<file path="src/rtl/rv_mc_ctrl_if.sv">
// Control/handshake bundle between the multicycle RV32I controller and its datapath.
// RV_MC_CTRL_MEM_TIMEOUT_EN adds the sticky bus_err output.
interface rv_mc_ctrl_if #(
  parameter int CNT_W = 32
);
  logic             start;
  logic [31:0]      insn;
  logic             branch_taken;
  logic             mem_ready;
  logic             mem_req;
  logic             mem_we;
  logic             ir_we;
  logic             pc_we;
  logic [1:0]       pc_src;
  logic [1:0]       alu_a_sel;
  logic             alu_b_sel;
  logic             rf_we;
  logic [1:0]       wb_sel;
  logic [2:0]       state;
  logic             halted;
  logic             illegal;
  logic [CNT_W-1:0] instret;
`ifdef RV_MC_CTRL_MEM_TIMEOUT_EN
  logic             bus_err;

  modport master (
    input  start, insn, branch_taken, mem_ready,
    output mem_req, mem_we, ir_we, pc_we, pc_src, alu_a_sel, alu_b_sel,
           rf_we, wb_sel, state, halted, illegal, instret, bus_err
  );

  modport slave (
    output start, insn, branch_taken, mem_ready,
    input  mem_req, mem_we, ir_we, pc_we, pc_src, alu_a_sel, alu_b_sel,
           rf_we, wb_sel, state, halted, illegal, instret, bus_err
  );
`else
  modport master (
    input  start, insn, branch_taken, mem_ready,
    output mem_req, mem_we, ir_we, pc_we, pc_src, alu_a_sel, alu_b_sel,
           rf_we, wb_sel, state, halted, illegal, instret
  );

  modport slave (
    output start, insn, branch_taken, mem_ready,
    input  mem_req, mem_we, ir_we, pc_we, pc_src, alu_a_sel, alu_b_sel,
           rf_we, wb_sel, state, halted, illegal, instret
  );
`endif
endinterface

</file>
<file path="src/rtl/rv_mc_ctrl.sv">
// Multicycle RV32I control FSM: fetch/decode/exec/mem/wb sequencing and instret counting.
// Optional memory-wait timeout with sticky bus_err when RV_MC_CTRL_MEM_TIMEOUT_EN is defined.
module rv_mc_ctrl #(
  parameter int MEM_TIMEOUT = 255,
  parameter int CNT_W       = 32
) (
  input logic          clk,
  input logic          rst_n,
  rv_mc_ctrl_if.master bus
);

  typedef enum logic [2:0] {
    S_IDLE   = 3'd0,
    S_FETCH  = 3'd1,
    S_DECODE = 3'd2,
    S_EXEC   = 3'd3,
    S_MEM    = 3'd4,
    S_WB     = 3'd5,
    S_HALT   = 3'd6
  } state_e;

  localparam logic [6:0] OPC_LUI    = 7'b0110111;
  localparam logic [6:0] OPC_AUIPC  = 7'b0010111;
  localparam logic [6:0] OPC_JAL    = 7'b1101111;
  localparam logic [6:0] OPC_JALR   = 7'b1100111;
  localparam logic [6:0] OPC_BRANCH = 7'b1100011;
  localparam logic [6:0] OPC_LOAD   = 7'b0000011;
  localparam logic [6:0] OPC_STORE  = 7'b0100011;
  localparam logic [6:0] OPC_OPIMM  = 7'b0010011;
  localparam logic [6:0] OPC_OP     = 7'b0110011;
  localparam logic [6:0] OPC_SYSTEM = 7'b1110011;

  function automatic logic opc_legal(input logic [6:0] opc);
    logic ok;
    case (opc)
      OPC_LUI, OPC_AUIPC, OPC_JAL, OPC_JALR, OPC_BRANCH,
      OPC_LOAD, OPC_STORE, OPC_OPIMM, OPC_OP, OPC_SYSTEM: ok = 1'b1;
      default:                                            ok = 1'b0;
    endcase
    return ok;
  endfunction

  // Returns {alu_a_sel, alu_b_sel} for a latched opcode.
  function automatic logic [2:0] alu_sel(input logic [6:0] opc);
    logic [2:0] sel;
    case (opc)
      OPC_LUI:                                     sel = {2'd2, 1'b1};
      OPC_AUIPC, OPC_JAL:                          sel = {2'd1, 1'b1};
      OPC_JALR, OPC_LOAD, OPC_STORE, OPC_OPIMM:    sel = {2'd0, 1'b1};
      OPC_OP, OPC_BRANCH:                          sel = {2'd0, 1'b0};
      default:                                     sel = {2'd0, 1'b0};
    endcase
    return sel;
  endfunction

  state_e           state_q, state_d;
  logic [6:0]       opcode_q, opcode_d;
  logic             illegal_q, illegal_d;
  logic [CNT_W-1:0] instret_q, instret_d;

  logic       mem_req_s;
  logic       mem_we_s;
  logic       ir_we_s;
  logic       pc_we_s;
  logic [1:0] pc_src_s;
  logic [1:0] alu_a_sel_s;
  logic       alu_b_sel_s;
  logic       rf_we_s;
  logic [1:0] wb_sel_s;
  logic       halted_s;
  logic       timeout_s;

  logic [24:0] unused_insn_s;
  assign unused_insn_s = bus.insn[31:7];

`ifdef RV_MC_CTRL_MEM_TIMEOUT_EN
  localparam int             WCW       = $clog2(MEM_TIMEOUT + 1);
  localparam logic [WCW-1:0] WAIT_LAST = WCW'(MEM_TIMEOUT - 1);

  logic [WCW-1:0] wait_cnt_q, wait_cnt_d;
  logic           bus_err_q, bus_err_d;

  // Timeout fires on the wait cycle that would bring the count to MEM_TIMEOUT.
  assign timeout_s = !bus.mem_ready && (wait_cnt_q == WAIT_LAST);
`else
  localparam int unused_mem_timeout = MEM_TIMEOUT;
  assign timeout_s = 1'b0;
`endif

  // Next-state, sequencing side effects and datapath control decode.
  always_comb begin
    state_d     = state_q;
    opcode_d    = opcode_q;
    illegal_d   = illegal_q;
    mem_req_s   = 1'b0;
    mem_we_s    = 1'b0;
    ir_we_s     = 1'b0;
    pc_we_s     = 1'b0;
    pc_src_s    = 2'd0;
    alu_a_sel_s = 2'd0;
    alu_b_sel_s = 1'b0;
    rf_we_s     = 1'b0;
    wb_sel_s    = 2'd0;
    halted_s    = 1'b0;
`ifdef RV_MC_CTRL_MEM_TIMEOUT_EN
    bus_err_d   = bus_err_q;
`endif

    case (state_q)
      S_IDLE: begin
        if (bus.start) begin
          state_d = S_FETCH;
        end else begin
          state_d = S_IDLE;
        end
      end

      S_FETCH: begin
        mem_req_s = 1'b1;
        if (bus.mem_ready) begin
          ir_we_s = 1'b1;
          state_d = S_DECODE;
        end else if (timeout_s) begin
          state_d = S_HALT;
`ifdef RV_MC_CTRL_MEM_TIMEOUT_EN
          bus_err_d = 1'b1;
`endif
        end else begin
          state_d = S_FETCH;
        end
      end

      S_DECODE: begin
        opcode_d = bus.insn[6:0];
        if (bus.insn[6:0] == OPC_SYSTEM) begin
          state_d = S_HALT;
        end else if (!opc_legal(bus.insn[6:0])) begin
          state_d   = S_HALT;
          illegal_d = 1'b1;
        end else begin
          state_d = S_EXEC;
        end
      end

      S_EXEC: begin
        {alu_a_sel_s, alu_b_sel_s} = alu_sel(opcode_q);
        case (opcode_q)
          OPC_BRANCH: begin
            pc_we_s  = 1'b1;
            pc_src_s = bus.branch_taken ? 2'd1 : 2'd0;
            state_d  = S_FETCH;
          end
          OPC_LOAD, OPC_STORE: state_d = S_MEM;
          default:             state_d = S_WB;
        endcase
      end

      S_MEM: begin
        {alu_a_sel_s, alu_b_sel_s} = alu_sel(opcode_q);
        mem_req_s = 1'b1;
        mem_we_s  = (opcode_q == OPC_STORE);
        if (bus.mem_ready) begin
          if (opcode_q == OPC_STORE) begin
            pc_we_s = 1'b1;
            state_d = S_FETCH;
          end else begin
            state_d = S_WB;
          end
        end else if (timeout_s) begin
          state_d = S_HALT;
`ifdef RV_MC_CTRL_MEM_TIMEOUT_EN
          bus_err_d = 1'b1;
`endif
        end else begin
          state_d = S_MEM;
        end
      end

      S_WB: begin
        {alu_a_sel_s, alu_b_sel_s} = alu_sel(opcode_q);
        rf_we_s = 1'b1;
        pc_we_s = 1'b1;
        case (opcode_q)
          OPC_LOAD:           wb_sel_s = 2'd1;
          OPC_JAL, OPC_JALR:  wb_sel_s = 2'd2;
          default:            wb_sel_s = 2'd0;
        endcase
        case (opcode_q)
          OPC_JAL:  pc_src_s = 2'd1;
          OPC_JALR: pc_src_s = 2'd2;
          default:  pc_src_s = 2'd0;
        endcase
        state_d = S_FETCH;
      end

      S_HALT: begin
        halted_s = 1'b1;
        state_d  = S_HALT;
      end

      default: begin
        state_d = S_IDLE;
      end
    endcase

    // An instruction retires on the edge that commits its PC update.
    if (pc_we_s) begin
      instret_d = instret_q + CNT_W'(1);
    end else begin
      instret_d = instret_q;
    end

`ifdef RV_MC_CTRL_MEM_TIMEOUT_EN
    // Non-request states hold the count at zero, so every FETCH/MEM entry starts clean.
    if (mem_req_s && !bus.mem_ready) begin
      wait_cnt_d = wait_cnt_q + WCW'(1);
    end else begin
      wait_cnt_d = {WCW{1'b0}};
    end
`endif
  end

  // State, latched opcode, sticky flags and retire counter.
  always_ff @(posedge clk or negedge rst_n) begin
    if (!rst_n) begin
      state_q    <= S_IDLE;
      opcode_q   <= 7'd0;
      illegal_q  <= 1'b0;
      instret_q  <= {CNT_W{1'b0}};
`ifdef RV_MC_CTRL_MEM_TIMEOUT_EN
      wait_cnt_q <= {WCW{1'b0}};
      bus_err_q  <= 1'b0;
`endif
    end else begin
      state_q    <= state_d;
      opcode_q   <= opcode_d;
      illegal_q  <= illegal_d;
      instret_q  <= instret_d;
`ifdef RV_MC_CTRL_MEM_TIMEOUT_EN
      wait_cnt_q <= wait_cnt_d;
      bus_err_q  <= bus_err_d;
`endif
    end
  end

  assign bus.mem_req   = mem_req_s;
  assign bus.mem_we    = mem_we_s;
  assign bus.ir_we     = ir_we_s;
  assign bus.pc_we     = pc_we_s;
  assign bus.pc_src    = pc_src_s;
  assign bus.alu_a_sel = alu_a_sel_s;
  assign bus.alu_b_sel = alu_b_sel_s;
  assign bus.rf_we     = rf_we_s;
  assign bus.wb_sel    = wb_sel_s;
  assign bus.state     = state_q;
  assign bus.halted    = halted_s;
  assign bus.illegal   = illegal_q;
  assign bus.instret   = instret_q;
`ifdef RV_MC_CTRL_MEM_TIMEOUT_EN
  assign bus.bus_err   = bus_err_q;
`endif

endmodule

</file>
<file path="src/flat_wrapper.sv">
// flat-port wrapper written by rule: the top's interface ports become plain ports
module rv_mc_ctrl_flat 
#(
  parameter int MEM_TIMEOUT = 255,
  parameter int CNT_W       = 32
)
  (clk, rst_n, bus_start, bus_insn, bus_branch_taken, bus_mem_ready, bus_mem_req, bus_mem_we, bus_ir_we, bus_pc_we, bus_pc_src, bus_alu_a_sel, bus_alu_b_sel, bus_rf_we, bus_wb_sel, bus_state, bus_halted, bus_illegal, bus_instret);
  rv_mc_ctrl_if #(.CNT_W(CNT_W)) bus_i ();
  input logic clk;
  input logic rst_n;
  input wire logic [$bits(bus_i.start)-1:0] bus_start;
  input wire logic [$bits(bus_i.insn)-1:0] bus_insn;
  input wire logic [$bits(bus_i.branch_taken)-1:0] bus_branch_taken;
  input wire logic [$bits(bus_i.mem_ready)-1:0] bus_mem_ready;
  output wire logic [$bits(bus_i.mem_req)-1:0] bus_mem_req;
  output wire logic [$bits(bus_i.mem_we)-1:0] bus_mem_we;
  output wire logic [$bits(bus_i.ir_we)-1:0] bus_ir_we;
  output wire logic [$bits(bus_i.pc_we)-1:0] bus_pc_we;
  output wire logic [$bits(bus_i.pc_src)-1:0] bus_pc_src;
  output wire logic [$bits(bus_i.alu_a_sel)-1:0] bus_alu_a_sel;
  output wire logic [$bits(bus_i.alu_b_sel)-1:0] bus_alu_b_sel;
  output wire logic [$bits(bus_i.rf_we)-1:0] bus_rf_we;
  output wire logic [$bits(bus_i.wb_sel)-1:0] bus_wb_sel;
  output wire logic [$bits(bus_i.state)-1:0] bus_state;
  output wire logic [$bits(bus_i.halted)-1:0] bus_halted;
  output wire logic [$bits(bus_i.illegal)-1:0] bus_illegal;
  output wire logic [$bits(bus_i.instret)-1:0] bus_instret;
  assign bus_i.start = bus_start;
  assign bus_i.insn = bus_insn;
  assign bus_i.branch_taken = bus_branch_taken;
  assign bus_i.mem_ready = bus_mem_ready;
  assign bus_mem_req = bus_i.mem_req;
  assign bus_mem_we = bus_i.mem_we;
  assign bus_ir_we = bus_i.ir_we;
  assign bus_pc_we = bus_i.pc_we;
  assign bus_pc_src = bus_i.pc_src;
  assign bus_alu_a_sel = bus_i.alu_a_sel;
  assign bus_alu_b_sel = bus_i.alu_b_sel;
  assign bus_rf_we = bus_i.rf_we;
  assign bus_wb_sel = bus_i.wb_sel;
  assign bus_state = bus_i.state;
  assign bus_halted = bus_i.halted;
  assign bus_illegal = bus_i.illegal;
  assign bus_instret = bus_i.instret;
  rv_mc_ctrl #(.MEM_TIMEOUT(MEM_TIMEOUT), .CNT_W(CNT_W)) u_core (.clk(clk), .rst_n(rst_n), .bus(bus_i));
endmodule
</file>
<file path="config.mk">
export PLATFORM = sky130hd
export DESIGN_NAME = rv_mc_ctrl_flat
export DESIGN_NICKNAME = d
export VERILOG_FILES = /design/src/rtl/rv_mc_ctrl_if.sv /design/src/rtl/rv_mc_ctrl.sv /design/src/flat_wrapper.sv
export SDC_FILE = /design/constraint.sdc
export NUM_CORES = 1
export LEC_CHECK = 0
export CAP_MARGIN = 20
export CORE_MARGIN = 10
export CORE_UTILIZATION = 45
export CTS_CLUSTER_DIAMETER = 100
export CTS_CLUSTER_SIZE = 14
export DETAILED_ROUTE_END_ITERATION = 7
export PLACE_DENSITY = 0.81
export SYNTH_ARGS = -nofsm -noshare
export SYNTH_HDL_FRONTEND = slang
export SYNTH_SLANG_ARGS = --single-unit
</file>
<file path="constraint.sdc">
create_clock -name clk -period 3.23 [get_ports clk]
set_clock_uncertainty 0.1 [all_clocks]
set_input_delay 0.4845 -clock clk [delete_from_list [all_inputs] [get_ports clk]]
set_output_delay 0.4845 -clock clk [all_outputs]
set_load 0.02 [all_outputs]
</file>
==> qor.yml, run 1 <==
critical_path:
  crit_arrival_ns: 2.44
  timing_worst_setup_path_type: "reg2out"
  path_max_fanout: 9
  required_ns: 2.65
  r2r-start: "u_core.opcode_q[2]"
  startpoint: "u_core.opcode_q[2]"
  endpoint_kind: "primary output"
  crit_path_start_kind: "register"
drt:
  drc_errors: 0
  vias: 1909
  ant_nets: 0
  wl_per_cell_um: 15.6
  wl_met3_um: 313
  maxUsedRoutingLayer: "met4"
  via_per_inst: 5.32
  drtPass1Iterations: 4
  wl_met2_um: 2920
  wl_met1_um: 2320
  drtIter0Drc: 92
  wl_um: 5610
logic_synthesis:
  postSynthCellCount: 228
  ys.flop_type: "dfrtp_1"
  yosys.cell_types.count: 41
  synth_edf_count: 0
  avgSynthCellArea_sq_um: 10.3
  synthArstFlopShare_pct: 100
  syn-num-nets: 266
  yosysWarnings: 0
  synth_seq_cells: 43
  synthesis.area_sq_um: 2340
  yosysSeqAreaShare_pct: 46.0
clock_tree:
  cts_hold_buffers: 0
  post_cts_buffers: 0
  post_cts_resized: 0
  cts_sinks: 43
  cts_root_buffer: "clkbuf_8"
  path_clk_slew_ns: 0.08
  clk_latency_ns: 0.29
  cts_buffers: 5
  cts_tree: "done"
  htree_levels: 2
  clk_path_buf_depth: 2
power:
  powerDensity_nw_per_um2: 299
  p_leak_nw: 1.30
  ir_drop_uv: 318
timing:
  post-route-min-period_ns: 3.02
  final_hold_viol_count: 0
  slew_viol_final: 0
  fin_tns_setup_ns: 0
  worst_pin_slew_ns: 0.951
  slew_headroom_pct: 36.6
  finalSetupViolations: 0
  rsz0062_at_grt: "no"
  fin_crit_sh_pct: 93.5
  max_freq_ghz: 0.331
placed_design:
  dp_hpwl_um: 4310
  portBuffers: 60
  dp.cells: 352
  place.gp.congestion: 0.819
finish:
  drive_gt1_share_pct: 10.4
  diodes: 0
  stdcell_count: 359
  layout.nets: 327
  syn_to_final_growth_pct: 30.6
floorplan:
  die-area_sq_um: 8490
  start_util_pct: 46.1
  row_count: 26
  fp.dieH_um: 92.1
  io_pins: 86
  die_w_um: 92.1
  core_area_sq_um: 5070
grt:
  grt_pass1_wl_um: 9400
  grt_overflow: 0
  grt_max_degree: 44
  grt_antenna_before_repair: 0
  grt.total_usage_pct: 13.2
  grt_pass1_vias: 1900
job:
  drv_cap: 0
hold_path:
  hold_path.class: "in2async"
outcome:
  outcome: "finished, final reports clean"
## where the power goes
| group | leakage, nW | switching (W) | total [W] | internal (W) |
|---|---|---|---|---|
| clock | 0.0470 | 0.000174 | 0.000342 | 0.000168 |
| combinational | 0.658 | 0.0000197 | 0.0000340 | 0.0000143 |
| sequential | 0.591 | 0 | 0.000538 | 0.000538 |
## Yosys cell counts (all sizes together) (4+ instances only)
cell type  number  area share, %
dfrtp          43             46
inv             5           0.80
nand2b          5            1.3
a21oi           4           0.86
nor4            8            2.8
and3            5            1.4
xnor2          19            7.1
and2            6            1.8
nor2           15            2.4
nor3           11            2.4
xor2           12            4.5
and4            6            2.2
nand3          17            3.6
nand4          13            3.5
buf             8            3.1
mux2            7            3.4
nand2          19            3.0
## critical path: stages (launching register included)
cell and delay, ns:
dfrtp_1 0.47, or4b_4 0.56, nor4_4 0.25, a311oi_4 0.15
inv_1 0.11, clkdlybuf4s50_1 0.62
## cell usage in the layout (no fill, tap or decap), types with 2 or more instances in the layout
| cell | netlist | final |
|---|---|---|
| buf_4 | 3 | 3 |
| nand2_1 | 19 | 19 |
| and2_1 | 3 | 3 |
| xor2_1 | 12 | 12 |
| and2_2 | 3 | 3 |
| o21ai_0 | 2 | 2 |
| xnor2_1 | 19 | 19 |
| o221ai_1 | 2 | 2 |
| clkdlybuf4s50_1 | 0 | 59 |
| nor4b_2 | 2 | 2 |
| and4_1 | 6 | 6 |
| nand4_1 | 13 | 13 |
| nor4_1 | 7 | 7 |
| nor3_1 | 11 | 11 |
| nor2_1 | 15 | 15 |
| mux2_2 | 7 | 7 |
| nor2b_1 | 2 | 2 |
| and3_2 | 2 | 2 |
| a21oi_1 | 4 | 4 |
| clkbuf_8 | 0 | 6 |
| nand2b_1 | 5 | 5 |
| nand3b_1 | 3 | 3 |
| nand3_1 | 17 | 17 |
| inv_1 | 5 | 5 |
| and3_1 | 3 | 3 |
| dfrtp_1 | 43 | 43 |
## worst paths after layout
path | endpoint | slack [ns] | cells past startpoint
min in group clk | u_core.bus.instret[31] | 0.37 | 1
min | u_core.bus.instret[31] | 0.24 | 1
max in group asynchronous | u_core.bus.instret[7] | 2.20 | 1
min reg2reg | u_core.bus.instret[31] | 0.37 | 1
max reg2reg | u_core.bus.instret[29] | 0.90 | 6
max | bus_pc_we | 0.21 | 5
## layer usage
| layer | vias to the layer above | GRT usage, % |
|---|---|---|
| met5 | - | 0 |
| met1 | 923 | 15.4 |
| li1 | 936 | - |
| met3 | 5 | 3.99 |
| met2 | 45 | 23.0 |
| met4 | 0 | 3.08 |
## kinds of logic (layout without fill, tap and decap cells)
| family | after synthesis | in the layout | share of synthesized area, % |
|---|---|---|---|
| multiplexers | 7 | 7 | 3.37 |
| AO/OA/AOI/OAI | 16 | 16 | 5.45 |
| XOR/XNOR | 31 | 31 | 11.6 |
| AND/OR/NAND/NOR | 116 | 116 | 29.0 |
| flip-flops | 43 | 43 | 46.0 |
| buffers and inverters | 14 | 75 | 4.06 |
| adder cells (fa/ha/maj) | 1 | 1 | 0.534 |
## flip-flops by register name, summed over array words and instances, names as in the netlist
signal	cells
u_core.opcode_q	7
u_core.bus.instret	32
u_core.bus.state	3
u_core.bus.illegal	1
## area by class of cell
type	count	area [sq um]
Clock buffer	6	82.6
Timing Repair Buffer	63	618
Sequential cell	43	1080
Multi-Input combinational cell	171	1170
Tap cell	70	87.6
Inverter	5	18.8
Clock inverter	1	5.00
Fill cell	439	2020
## metrics by stage
stage	setup slack (ns)	cell area [sq um]	total power [W]	util (%)	hold WS, ns
2_1_floorplan	0.906	2340	0.000554	-	0.0889
3_5_place_dp	0.519	2970	0.000583	58.5	0.360
4_1_cts	0.200	3060	0.000921	60.3	0.276
3_3_place_gp	0.532	2970	0.000582	58.5	0.356
6_report	0.209	3060	0.000914	60.3	0.238
5_1_grt	0.133	3060	0.000943	60.3	0.304
No activity file was read; power rests on OpenSTA's default activity.
==> run 2: changes to the inputs <==
--- a/config.mk
+++ b/config.mk
@@ -11,6 +11,7 @@
 export CTS_CLUSTER_DIAMETER = 100
 export CTS_CLUSTER_SIZE = 14
 export DETAILED_ROUTE_END_ITERATION = 7
+export HOLD_SLACK_MARGIN = 0.02
 export PLACE_DENSITY = 0.81
 export SYNTH_ARGS = -nofsm -noshare
 export SYNTH_HDL_FRONTEND = slang
==> results of run 2 <==
No change in the layout: final DEF, timing and power equal those of run 1.
==> run 3: changes to the inputs <==
==> constraint.sdc (replaced) <==
create_clock -name clk -period 2.8 [get_ports clk]
set_clock_uncertainty 0.1 [all_clocks]
set_input_delay 0.42 -clock clk [delete_from_list [all_inputs] [get_ports clk]]
set_output_delay 0.42 -clock clk [all_outputs]
set_load 0.02 [all_outputs]
==> qor.yml, run 3 (same netlist as run 1, synthesis figures left out) <==
clock_tree:
  cts_sinks: 43  # unchanged
  cts_root_buffer: "clkbuf_8"  # unchanged
  clk_latency_ns: 0.28  # was 0.29 ns
  htree_levels: 2  # unchanged
  cts_tree: "done"  # unchanged
  post_cts_buffers: 0  # unchanged
  cts_buffers: 5  # unchanged
  post_cts_resized: 2  # was 0
  path_clk_slew_ns: 0.07  # was 0.08 ns
  cts_hold_buffers: 0  # unchanged
  clk_path_buf_depth: 2  # unchanged
critical_path:
  crit_path_start_kind: "register"  # unchanged
  r2r-start: "u_core.opcode_q[4]"  # was u_core.opcode_q[2]
  cpPeakStageDelay_ns: 0.52  # was 0.62 ns
  endpoint_kind: "primary output"  # unchanged
  required_ns: 2.28  # was 2.65 ns
  timing_worst_setup_path_type: "reg2out"  # unchanged
  r2r-end: "u_core.bus.instret[7]"  # was u_core.bus.instret[29]
  crit_slowest_cell: "or4b_4"  # was clkdlybuf4s50_1
  r2r_cells: 7  # was 6
  path_max_fanout: 7  # was 9
  regToRegSetupSlack_ns: 0.49  # was 0.90 ns
  crit_arrival_ns: 2.12  # was 2.44 ns
  cp_cell_sequence: "or4b_4 > nor4_4 > a311oi_4 > inv_1 > dlygate4sd2_1"  # was or4b_4 > nor4_4 > a311oi_4 > inv_1 > clkdlybuf4s50_1
drt:
  wl_met2_um: 2950  # was 2920 um
  wl_per_cell_um: 16.0  # was 15.6 um
  drtPass1Iterations: 4  # unchanged
  ant_nets: 0  # unchanged
  wl_met1_um: 2430  # was 2320 um
  vias: 1975  # was 1909
  drtIter0Drc: 80  # was 92
  wl_um: 5750  # was 5610 um
  via_per_inst: 5.49  # was 5.32
  drc_errors: 0  # unchanged
  wl_met3_um: 284  # was 313 um
  maxUsedRoutingLayer: "met4"  # unchanged
finish:
  final_area_sq_um: 3070  # was 3060 sq um
  layout_commonest_cell: "clkdlybuf4s50_1"  # unchanged
  final_cell_mix: "53 x clkdlybuf4s50_1, 42 x dfrtp_1, 19 x nand2_1, 19 x xnor2_1, 17 x nand3_1"  # was 59 x clkdlybuf4s50_1, 43 x dfrtp_1, 19 x nand2_1, 19 x xnor2_1, 17 x nand3_1
  layout.nets: 329  # was 327
  largest_reg_flops: 32  # unchanged
  diodes: 0  # unchanged
  syn_to_final_growth_pct: 31.0  # was 30.6%
  drive_gt1_share_pct: 10.7  # was 10.4%
timing:
  worst_pin_slew_ns: 0.953  # was 0.951 ns
  slew_viol_final: 0  # unchanged
  final_hold_viol_count: 0  # unchanged
  finalSetupViolations: 0  # unchanged
  fin_tns_setup_ns: 0  # unchanged
  max_freq_ghz: 0.379
  slew_headroom_pct: 36.4  # was 36.6%
  post-route-min-period_ns: 2.64
  rsz0062_at_grt: "no"  # unchanged
  fin_crit_sh_pct: 94.2
floorplan:
  start_util_pct: 46.1  # unchanged
  die-area_sq_um: 8490  # unchanged
  die_w_um: 92.1  # unchanged
  fp.dieH_um: 92.1  # unchanged
  io_pins: 86  # unchanged
  row_count: 26  # unchanged
  core_area_sq_um: 5070  # unchanged
outcome:
  outcome: "finished, final reports clean"  # unchanged
placed_design:
  dp_hpwl_um: 4440  # was 4310 um
  place.gp.congestion: 0.844  # was 0.819
  portBuffers: 60  # unchanged
  placed_area_sq_um: 2990  # was 2970 sq um
grt:
  grt_pass1_wl_um: 9940  # was 9400 um
  grt.total_usage_pct: 13.8  # was 13.2%
  grt_antenna_before_repair: 0  # unchanged
  grt_overflow: 0  # unchanged
  grt_max_degree: 44  # unchanged
  grt_pass1_vias: 2036  # was 1900
power:
  ir_drop_uv: 257  # was 318 uV
  p_leak_nw: 1.38  # was 1.30 nW
  powerDensity_nw_per_um2: 330  # was 299 nW/um^2
job:
  drv_cap: 0  # unchanged
hold_path:
  hold_path.class: "in2async"  # unchanged
## run 3: cell count changes in the layout (fill, tap and decap cells not counted)
cell and delta:
buf_4 +2, clkbuf_1 +1, clkbuf_8 -1, clkdlybuf4s50_1 -6, clkinv_2 -1, dfrtp_1 -1
dfrtp_2 +1, dlygate4sd2_1 +2, dlymetal6s2s_1 +4
## run 3: worst max-delay path by stage
stage                             start          endpoint  cells after the start
global route        u_core.bus.state[2]  bus_alu_a_sel[1]                      5
CTS                 u_core.bus.state[1]     bus_wb_sel[0]                      5
global placement    u_core.bus.state[1]         bus_pc_we                      5
floorplan           u_core.bus.state[1]         bus_pc_we                      5
finish               u_core.opcode_q[4]         bus_pc_we                      5
detailed placement   u_core.opcode_q[4]         bus_pc_we                      5
## run 3: final cells by class
type | count | area [sq um]
Inverter | 5 | 18.8
Sequential cell | 43 | 1080
Timing Repair Buffer | 65 | 641
Multi-Input combinational cell | 171 | 1170
Tap cell | 70 | 87.6
Clock buffer | 6 | 72.6
Fill cell | 450 | 2010
## run 3: worst max-delay path, delay by kind of cell (launching register included)
kind / cells / cell delay, ns
and+or+nand+nor: 2 / 0.78
buffers and inverters: 2 / 0.46
DFF: 1 / 0.45
AOI/OAI and AO/OA: 1 / 0.14
## run 3: where the power goes
group          switching [W]   total, W  internal, W  leakage [nW]
sequential                 0   0.000621     0.000621         0.589
clock               0.000185   0.000351     0.000166        0.0371
combinational      0.0000228  0.0000393    0.0000165         0.753
total               0.000207    0.00101     0.000803          1.38
## run 3: routing by layer
| layer | vias to the layer above | global-route usage, % |
|---|---|---|
| met5 | - | 0 |
| met1 | 990 | 16.5 |
| met4 | 0 | 4.24 |
| met3 | 6 | 3.75 |
| li1 | 941 | - |
| met2 | 38 | 23.4 |
## run 3: through the flow
| stage | setup WS [ns] | total power, W | utilization, % | hold slack, ns | std cells |
|---|---|---|---|---|---|
| 2_1_floorplan | 0.540 | 0.000639 | - | 0.0244 | 228 |
| 3_3_place_gp | 0.216 | 0.000672 | 58.8 | 0.356 | 354 |
| 3_5_place_dp | 0.191 | 0.000673 | 58.8 | 0.362 | 354 |
| 4_1_cts | 0.0486 | 0.00102 | 60.2 | 0.220 | 360 |
| 5_1_grt | 0.00983 | 0.00105 | 60.4 | 0.246 | 360 |
| 6_report | 0.163 | 0.00101 | 60.4 | 0.185 | 360 |
